`config.mk`:
```
export PLATFORM = sky130hd
export DESIGN_NAME = vga_sprite_compositor
export DESIGN_NICKNAME = d
export VERILOG_FILES = /design/src/rtl/vga_pkg.sv /design/src/rtl/vga_timing_gen.sv /design/src/rtl/vga_sprite_compositor.sv
export SDC_FILE = /design/constraint.sdc
export NUM_CORES = 1
export LEC_CHECK = 0
export CAP_MARGIN = 5
export CORE_MARGIN = 10
export CORE_UTILIZATION = 55
export DETAILED_ROUTE_END_ITERATION = 8
export PLACE_DENSITY = 0.76
export SLEW_MARGIN = 10
export SYNTH_ARGS = -nofsm -noshare
export SYNTH_HDL_FRONTEND = slang
export SYNTH_SLANG_ARGS = --single-unit
export TNS_END_PERCENT = 10
```
`constraint.sdc`:
```
create_clock -name clk -period 7.2 [get_ports clk]
set_input_delay 1.08 -clock clk [delete_from_list [all_inputs] [get_ports clk]]
set_output_delay 1.08 -clock clk [all_outputs]
set_load 0.02 [all_outputs]
```
`src/rtl/vga_pkg.sv`:
```
// Shared definitions for the sprite compositor: default 640x480 timing,
// the RGB332 pixel type, the colour key and the per-sprite config record.
package vga_pkg;

    localparam int VGA_H_TOTAL  = 800;
    localparam int VGA_H_SYNC   = 96;
    localparam int VGA_H_START  = 144;
    localparam int VGA_H_ACTIVE = 640;
    localparam int VGA_V_TOTAL  = 521;
    localparam int VGA_V_SYNC   = 2;
    localparam int VGA_V_START  = 31;
    localparam int VGA_V_ACTIVE = 480;
    localparam int VGA_CLK_DIV  = 4;

    typedef logic [7:0] rgb332_t;

    localparam rgb332_t TRANSPARENT_KEY = 8'hFF;

    typedef struct packed {
        logic [9:0] x;
        logic [9:0] y;
        logic       vis;
    } spr_cfg_t;

endpackage

```
`src/rtl/vga_timing_gen.sv`:
```
// Pixel-tick divider, raster counters and raw sync/active/frame-start decode.
module vga_timing_gen
    import vga_pkg::*;
#(
    parameter int CLK_DIV  = VGA_CLK_DIV,
    parameter int H_TOTAL  = VGA_H_TOTAL,
    parameter int H_SYNC   = VGA_H_SYNC,
    parameter int H_START  = VGA_H_START,
    parameter int H_ACTIVE = VGA_H_ACTIVE,
    parameter int V_TOTAL  = VGA_V_TOTAL,
    parameter int V_SYNC   = VGA_V_SYNC,
    parameter int V_START  = VGA_V_START,
    parameter int V_ACTIVE = VGA_V_ACTIVE
) (
    input  logic       clk,
    input  logic       rst,
    output logic       o_pix_en,
    output logic [9:0] o_hcount,
    output logic [9:0] o_vcount,
    output logic       o_hs_raw,
    output logic       o_vs_raw,
    output logic       o_active,
    output logic       o_frame_start
);

    localparam int DIV_W = $clog2(CLK_DIV);

    localparam logic [9:0] H_LAST     = 10'(H_TOTAL - 1);
    localparam logic [9:0] V_LAST     = 10'(V_TOTAL - 1);
    localparam logic [9:0] H_SYNC_END = 10'(H_SYNC);
    localparam logic [9:0] V_SYNC_END = 10'(V_SYNC);
    localparam logic [9:0] H_ACT_LO   = 10'(H_START);
    localparam logic [9:0] H_ACT_HI   = 10'(H_START + H_ACTIVE);
    localparam logic [9:0] V_ACT_LO   = 10'(V_START);
    localparam logic [9:0] V_ACT_HI   = 10'(V_START + V_ACTIVE);

    logic [DIV_W-1:0] r_div;
    logic [9:0]       r_hcount;
    logic [9:0]       r_vcount;
    logic             w_pix_en;

    // CLK_DIV is a power of two, so the divider simply wraps.
    always_ff @(posedge clk or negedge rst) begin
        if (!rst) begin
            r_div <= '0;
        end else begin
            r_div <= r_div + 1'b1;
        end
    end

    assign w_pix_en = &r_div;

    always_ff @(posedge clk or negedge rst) begin
        if (!rst) begin
            r_hcount <= '0;
            r_vcount <= '0;
        end else if (w_pix_en) begin
            if (r_hcount == H_LAST) begin
                r_hcount <= '0;
                r_vcount <= (r_vcount == V_LAST) ? 10'd0 : r_vcount + 10'd1;
            end else begin
                r_hcount <= r_hcount + 10'd1;
            end
        end
    end

    assign o_pix_en      = w_pix_en;
    assign o_hcount      = r_hcount;
    assign o_vcount      = r_vcount;
    assign o_hs_raw      = (r_hcount >= H_SYNC_END);
    assign o_vs_raw      = (r_vcount >= V_SYNC_END);
    assign o_active      = (r_hcount >= H_ACT_LO) && (r_hcount < H_ACT_HI) &&
                           (r_vcount >= V_ACT_LO) && (r_vcount < V_ACT_HI);
    assign o_frame_start = w_pix_en && (r_hcount == 10'd0) && (r_vcount == 10'd0);

endmodule

```
`src/rtl/vga_sprite_compositor.sv`:
```
// Two-stage sprite compositor over an external background, with
// frame-synchronous double-buffered sprite config and player collision flags.
module vga_sprite_compositor
    import vga_pkg::*;
#(
    parameter int NUM_SPRITES = 7,
    parameter int SPR_SIZE    = 16,
    parameter int COLOR_W     = 8,
    parameter logic [COLOR_W-1:0] TRANSPARENT = TRANSPARENT_KEY,
    parameter int CLK_DIV     = VGA_CLK_DIV,
    parameter int H_TOTAL     = VGA_H_TOTAL,
    parameter int H_SYNC      = VGA_H_SYNC,
    parameter int H_START     = VGA_H_START,
    parameter int H_ACTIVE    = VGA_H_ACTIVE,
    parameter int V_TOTAL     = VGA_V_TOTAL,
    parameter int V_SYNC      = VGA_V_SYNC,
    parameter int V_START     = VGA_V_START,
    parameter int V_ACTIVE    = VGA_V_ACTIVE,
    localparam int IDX_W      = (NUM_SPRITES > 1) ? $clog2(NUM_SPRITES) : 1,
    localparam int ADDR_W     = $clog2(SPR_SIZE * SPR_SIZE)
) (
    input  logic                           clk,
    input  logic                           rst,
    input  logic                           cfg_we,
    input  logic [IDX_W-1:0]               cfg_idx,
    input  logic [9:0]                     cfg_x,
    input  logic [9:0]                     cfg_y,
    input  logic                           cfg_vis,
    output logic [9:0]                     hcount,
    output logic [9:0]                     vcount,
    input  logic [COLOR_W-1:0]             bg_rgb,
    output logic [NUM_SPRITES*ADDR_W-1:0]  spr_addr,
    input  logic [NUM_SPRITES*COLOR_W-1:0] spr_data,
    output logic                           hs,
    output logic                           vs,
    output logic [COLOR_W-1:0]             rgb,
    output logic                           frame_start,
    output logic [NUM_SPRITES-1:0]         collide
);

    localparam int         SZ_W       = $clog2(SPR_SIZE);
    localparam logic [9:0] SPR_SIZE_V = 10'(SPR_SIZE);

    logic       w_pix_en;
    logic       w_hs_raw;
    logic       w_vs_raw;
    logic       w_active;
    logic       w_frame_start;
    logic [9:0] w_hcount;
    logic [9:0] w_vcount;

    vga_timing_gen #(
        .CLK_DIV  (CLK_DIV),
        .H_TOTAL  (H_TOTAL),
        .H_SYNC   (H_SYNC),
        .H_START  (H_START),
        .H_ACTIVE (H_ACTIVE),
        .V_TOTAL  (V_TOTAL),
        .V_SYNC   (V_SYNC),
        .V_START  (V_START),
        .V_ACTIVE (V_ACTIVE)
    ) u_timing (
        .clk           (clk),
        .rst           (rst),
        .o_pix_en      (w_pix_en),
        .o_hcount      (w_hcount),
        .o_vcount      (w_vcount),
        .o_hs_raw      (w_hs_raw),
        .o_vs_raw      (w_vs_raw),
        .o_active      (w_active),
        .o_frame_start (w_frame_start)
    );

    spr_cfg_t                      w_cfg_new;
    logic [NUM_SPRITES-1:0]        w_hit;
    logic [NUM_SPRITES*ADDR_W-1:0] w_addr;
    logic [NUM_SPRITES-1:0]        w_opaque;
    logic [NUM_SPRITES-1:0]        w_coll;
    logic [COLOR_W-1:0]            w_pix;

    logic [NUM_SPRITES-1:0]        r_hit;
    logic [NUM_SPRITES*ADDR_W-1:0] r_addr;
    logic                          r_active;
    logic                          r_hs1;
    logic                          r_vs1;
    logic [COLOR_W-1:0]            r_rgb;
    logic                          r_hs2;
    logic                          r_vs2;
    logic [NUM_SPRITES-1:0]        r_accum;
    logic [NUM_SPRITES-1:0]        r_collide;

    assign w_cfg_new = {cfg_x, cfg_y, cfg_vis};

    genvar gi;
    generate
        for (gi = 0; gi < NUM_SPRITES; gi++) begin : g_spr
            spr_cfg_t    r_pend;
            spr_cfg_t    r_act;
            logic        w_wr;
            logic [10:0] w_dx;
            logic [10:0] w_dy;
            logic        w_in_x;
            logic        w_in_y;

            // Out-of-range indices never match any sprite and are dropped.
            assign w_wr = cfg_we && (cfg_idx == IDX_W'(gi));

            // A write landing on the frame-start clk goes straight to the active copy.
            always_ff @(posedge clk or negedge rst) begin
                if (!rst) begin
                    r_pend <= '0;
                    r_act  <= '0;
                end else begin
                    if (w_wr) begin
                        r_pend <= w_cfg_new;
                    end
                    if (w_frame_start) begin
                        r_act <= w_wr ? w_cfg_new : r_pend;
                    end
                end
            end

            // 11-bit difference: bit 10 set means the raster is left of / above the sprite.
            assign w_dx   = {1'b0, w_hcount} - {1'b0, r_act.x};
            assign w_dy   = {1'b0, w_vcount} - {1'b0, r_act.y};
            assign w_in_x = !w_dx[10] && (w_dx[9:0] < SPR_SIZE_V);
            assign w_in_y = !w_dy[10] && (w_dy[9:0] < SPR_SIZE_V);

            assign w_hit[gi] = r_act.vis && w_in_x && w_in_y;
            assign w_addr[gi*ADDR_W +: ADDR_W] =
                w_hit[gi] ? {w_dy[SZ_W-1:0], w_dx[SZ_W-1:0]} : '0;

            assign w_opaque[gi] = r_hit[gi] &&
                (spr_data[gi*COLOR_W +: COLOR_W] != TRANSPARENT);
        end
    endgenerate

    always_ff @(posedge clk or negedge rst) begin
        if (!rst) begin
            r_hit    <= '0;
            r_addr   <= '0;
            r_active <= 1'b0;
            r_hs1    <= 1'b1;
            r_vs1    <= 1'b1;
        end else if (w_pix_en) begin
            r_hit    <= w_hit;
            r_addr   <= w_addr;
            r_active <= w_active;
            r_hs1    <= w_hs_raw;
            r_vs1    <= w_vs_raw;
        end
    end

    // Scan from the back so the lowest-index opaque sprite wins.
    always_comb begin
        w_pix = bg_rgb;
        for (int i = NUM_SPRITES - 1; i >= 0; i--) begin
            if (w_opaque[i]) begin
                w_pix = spr_data[i*COLOR_W +: COLOR_W];
            end
        end
    end

    assign w_coll = w_opaque[0] ? (w_opaque & ~NUM_SPRITES'(1)) : '0;

    always_ff @(posedge clk or negedge rst) begin
        if (!rst) begin
            r_rgb     <= '0;
            r_hs2     <= 1'b1;
            r_vs2     <= 1'b1;
            r_accum   <= '0;
            r_collide <= '0;
        end else if (w_pix_en) begin
            r_rgb <= r_active ? w_pix : '0;
            r_hs2 <= r_hs1;
            r_vs2 <= r_vs1;
            if (w_frame_start) begin
                r_collide <= r_accum;
                r_accum   <= w_coll;
            end else begin
                r_accum <= r_accum | w_coll;
            end
        end
    end

    assign hcount      = w_hcount;
    assign vcount      = w_vcount;
    assign spr_addr    = r_addr;
    assign hs          = r_hs2;
    assign vs          = r_vs2;
    assign rgb         = r_rgb;
    assign frame_start = w_frame_start;
    assign collide     = r_collide;

endmodule

```
### After elaboration in Yosys (flattened, before gate mapping)

Cells that the tools add are included.

| word-level totals | value |
|---|---|
| register bits after elaboration | 406 |
| bits of input ports | 91 |
| output and inout bits | 94 |
| word-level logic and storage cells | 201 |

| operators by class | value |
|---|---|
| $add $sub $neg | 17 |
| order comparisons | 20 |
| equal/unequal tests | 15 |
| multiplexer cells | 26 |
| bitwise logic cells | 1 |
| reduce and logical (&&, ||, !) cells | 67 |

Operator list:

| kind | number |
|---|---|
| $sub A10 B10 Y11 | 14 |
| $mux W21 | 7 |
| $lt A10 B5 Y1 const B | 14 |
| $mux W8 | 15 |
| $ne A8 B8 Y1 const B | 7 |
| $logic_and A1 B1 Y1 | 47 |
| $add A10 B1 Y10 const B | 2 |
| $eq A10 B10 Y1 const B | 2 |
| $logic_not A10 Y1 | 2 |
| $mux W10 | 2 |
| $logic_not A1 Y1 | 14 |
| $mux W7 | 2 |
| $ge A10 B2 Y1 const B | 1 |
| $ge A10 B5 Y1 const B | 1 |
| $ge A10 B7 Y1 const B | 1 |
| $ge A10 B8 Y1 const B | 1 |
| $lt A10 B10 Y1 const B | 1 |
| $lt A10 B9 Y1 const B | 1 |
| $eq A3 B3 Y1 const B | 3 |
| $or A7 B7 Y7 | 1 |
| $eq A3 B2 Y1 const B | 2 |
| $reduce_and A3 Y1 | 2 |
| $eq A3 B1 Y1 const B | 1 |
| $logic_not A3 Y1 | 1 |
| other kinds (2) | 2 |

### Depth between registers and ports, before layout

| depth | value |
|---|---|
| depth after elaboration | 10 |
| gate-level depth with buffers | 12 |

### By module

From an unflattened synthesis, not the netlist that was laid out.

| unflattened totals | value |
|---|---|
| cells, all modules | 2,199 |
| area total of the unflattened synthesis | 22,385.2 µm² |

By module, submodules not included:

| module | instances | cells each | area each (µm²) |
|---|---|---|---|
| vga_sprite_compositor | 1 | 2,074 | 21,210.3 |
| vga_timing_gen | 1 | 125 | 1,174.9 |

### Least setup slack after synthesis

No wires, ideal clock.

| timing path | value |
|---|---|
| path kind | register to output |
| from | reg u_timing.r_vcount[5], in the netlist u_timing.o_vcount[5] |
| to | out frame_start |
| data arrival time | 2.935 ns |
| path slack | 3.185 ns |
| stages on the path, launching flop included | 7 |
| buffers on the path | 2 |
| cells stage by stage | dfrtp_1 -> or4_1 -> or3_4 -> or4b_4 -> nor4_4 -> buf_2 -> buf_2 |

| on the way | value |
|---|---|
| word-level cells in the longest chain between the ends | 2 |

Ends and longest elaborated chain:

| item | RTL line | source |
|---|---|---|
| from (decl) | vga_timing_gen.sv:39 | `logic [9:0] r_vcount;` |
| from (signal assigned) | vga_timing_gen.sv:60 | `r_vcount <= (r_vcount == V_LAST) ? 10'd0 : r_vcount + 10'd1;` |
| $logic_not A10 Y1 | vga_timing_gen.sv:74 | `assign o_frame_start = w_pix_en && (r_hcount == 10'd0) && (r_vcount == 10'd0);` |
| $logic_and A1 B1 Y1 | vga_timing_gen.sv:74 |  |
| to (decl) | vga_sprite_compositor.sv:37 | `output logic frame_start,` |

No other way between the ends.

### Worst setup path after layout

Ends and elaborated chain as after synthesis.

==> metrics.cfg <==
[outcome]
outcome=finished, final reports clean

[timing]
slew_violations=0
finClkSkew_ns=0.01970
setup_viol=0
rsz0062_at_grt=no
hold_viol_final=0
timing.fmax_mhz=193.8
period_share=0.7167
period_minus_slack_ns=5.161
slew_headroom=0.2336
tightest_slew_ns=1.150
setup_tns_ns=0

[power_and_ir_drop]
power.switching_uw=1546
pwr-share-clk=0.411
p_sw_frac=0.2569
ir_drop_mv=0.1977
intPower_uw=4473
power.density_nw_per_um2=225.7
p_total_uw=6019
p_leak_uw=0.01171
pwr-share-seq=0.427
combPwrFrac=0.162

[synth]
synthArstFlopShare=1.000
synth_common_cells=dfrtp_1 (400), inv_1 (230), o21ai_0 (177)
ys.flop_type=dfrtp_1
netlist_area_sq_um=22680
synth.most_common_cell=dfrtp_1
synthesis.nets=2452
synth-edff-count=0
ys_seq_area_frac=0.4460
netlist_top_cells_area=dfrtp_1 (44%), ha_1 (8.1%), mux2_2 (7.7%), o21ai_0 (3.9%), inv_1 (3.8%)
synth_top_area_share=0.4414
postSynthCellCount=2201
synth_warnings=0
synth.distinct_cells=84
synth_top_area_cell=dfrtp_1
syn_avg_cell_area_sq_um=10.30
ys_ff_latch=404

[route]
wl_per_cell_microns=22.49
vias_per_cell=6.028
wl_met2_microns=30260
vias=17820
first_iter_violations=1371
top_layer=met5
drc=0
wl_met1_microns=29220
dr.pass1.iters=5
met3_length_microns=4421
antenna_left=0
drt_wl_total_microns=66490

[critical_path]
worstPathRequired_ns=6.12
endpoint_kind=output pin
start_kind=flop
max_stage_delay_ns=0.67
criticalPathCategory=reg2out
rrSetupSlack_ns=2.65
worstPathArrival_ns=4.08
crit_slowest_cell=clkdlybuf4s50_1
critical_path_buf_inv_count=2
crit_chain=or4_1, or3_4, or4b_4, nor4_4, buf_4, clkdlybuf4s50_1
crit_family=simple AND/OR/NAND/NOR gates
cp_max_fo=32

[grt]
grt_max_degree=178
grt_antenna_before_repair=4
grt_pass1_wl_microns=103200
globalRoute.totalOverflow=0
grt_pass1_vias=17850
grt.total_usage=0.2627

[finish]
regArea_sq_um=10110
area_delta_synth_final_pct=17.58
drive_above_1_share=0.1457
final_cells=2956
fin_nets=2641
fill_cells=3171
multiInputGateArea_sq_um=11400

[clocking]
postCtsHoldBufs=0
cts_setup_buffers=0
tritoncts=yes
cts-resized-gates=0
worstSkewPairLatency_ns=0.58
clock-sinks=404
clkTransAtPathRegs_ns=0.06
cts-htree-levels=2
cts_buffers=45
clockBufferDepth=3
cts-root-buf=clkbuf_16

[die]
num_io_pins=185
die_h_microns=223.1
num_rows=74
start_util=0.5554
fp.dieArea_sq_um=49760
die_width_microns=223.1
core_sq_um=40830

[placed_design]
portBuffers=183
gp_congestion=0.9160
dp.cells=2875
hpwl_microns=45270

[hold_path]
hold_path_class=reg2reg

[run]
drv_cap=0

## final timing paths
path | cells past startpoint | from | to
min | 2 | r_accum[6] | r_accum[6]
max | 6 | u_timing.o_vcount[5] | frame_start
max in group asynchronous | 2 | rst | g_spr[6].r_pend[20]
min reg2reg | 2 | r_accum[6] | r_accum[6]
max reg2reg | 7 | u_timing.o_vcount[5] | collide[5]
min in group asynchronous | 1 | rst | spr_addr[43]
## layout make-up
cell class,instances,share of cell area
inverter,232,0.03266
clock inverter,14,0.01037
antenna,1,0.00009385
tap,532,0.02496
clock buffer,66,0.04857
sequential,404,0.3793
multi-input combinational,1499,0.4276
timing repair buffer,208,0.07639
## metal layers
layer / track usage / vias to the layer above
li1: - / 8249
met1: 0.3550 / 8874
met2: 0.4127 / 566
met3: 0.04276 / 128
met4: 0.1079 / 2
met5: 0 / -
## kinds of logic after synthesis
kind of cell | Yosys count | synth area share
compound gates | 574 | 0.1704
simple gates | 499 | 0.1106
flops | 404 | 0.4460
buf+inv | 298 | 0.05280
mux | 209 | 0.1055
fa+ha+maj | 160 | 0.09291
xor+xnor | 56 | 0.02163
other cells | 1 | 0.0001654
## placed cells by master (no fill, tap or decap), types with 45 or more instances in the layout
| cell type | n |
|---|---|
| inv_1 | 230 |
| mux2_2 | 156 |
| o21ai_0 | 177 |
| dfrtp_1 | 400 |
| ha_1 | 145 |
| nand2b_1 | 52 |
| nand2_1 | 120 |
| clkbuf_16 | 45 |
| clkdlybuf4s50_1 | 182 |
| nor2_1 | 136 |
| a21oi_2 | 50 |
| a21oi_1 | 78 |
## power by group through the flow
| stage | Sequential, uW | Clock, uW | Combinational (uW) |
|---|---|---|---|
| after floorplan | 2590 | 0 | 667 |
| after global placement | 2600 | 0 | 922 |
| after detailed placement | 2610 | 0 | 953 |
| after CTS | 2570 | 2510 | 963 |
| after global routing | 2590 | 2600 | 1070 |
| final | 2570 | 2480 | 972 |
## registers in the layout, indices dropped and copies added, names as in the netlist
register	count
collide	6
g_spr.r_act	147
g_spr.r_pend	147
hs	1
r_accum	6
r_active	1
r_hit	7
r_hs1	1
r_vs1	1
rgb	8
spr_addr	56
u_timing.o_hcount	10
u_timing.o_vcount	10
u_timing.r_div	2
vs	1
## worst min-delay path, delay by kind of cell, from the launching register on
kind,cells,cell delay (ns)
AO/OA/AOI/OAI,1,0.06
AND/OR/NAND/NOR,1,0.05
flip-flops,1,0.35
## through the flow
stage | hold WS, ns | setup WS, ns | util | area, sq um
3_5_place_dp | 0.4672 | 2.647 | 0.6145 | 25090
2_1_floorplan | 0.4419 | 3.185 | - | 22680
4_1_cts | 0.4863 | 2.030 | 0.6530 | 26660
3_3_place_gp | 0.4670 | 2.674 | 0.6145 | 25090
5_1_grt | 0.5003 | 1.909 | 0.6530 | 26660
6_report | 0.4838 | 2.039 | 0.6530 | 26660
Note: power is estimated with default switching activity, not from simulation.
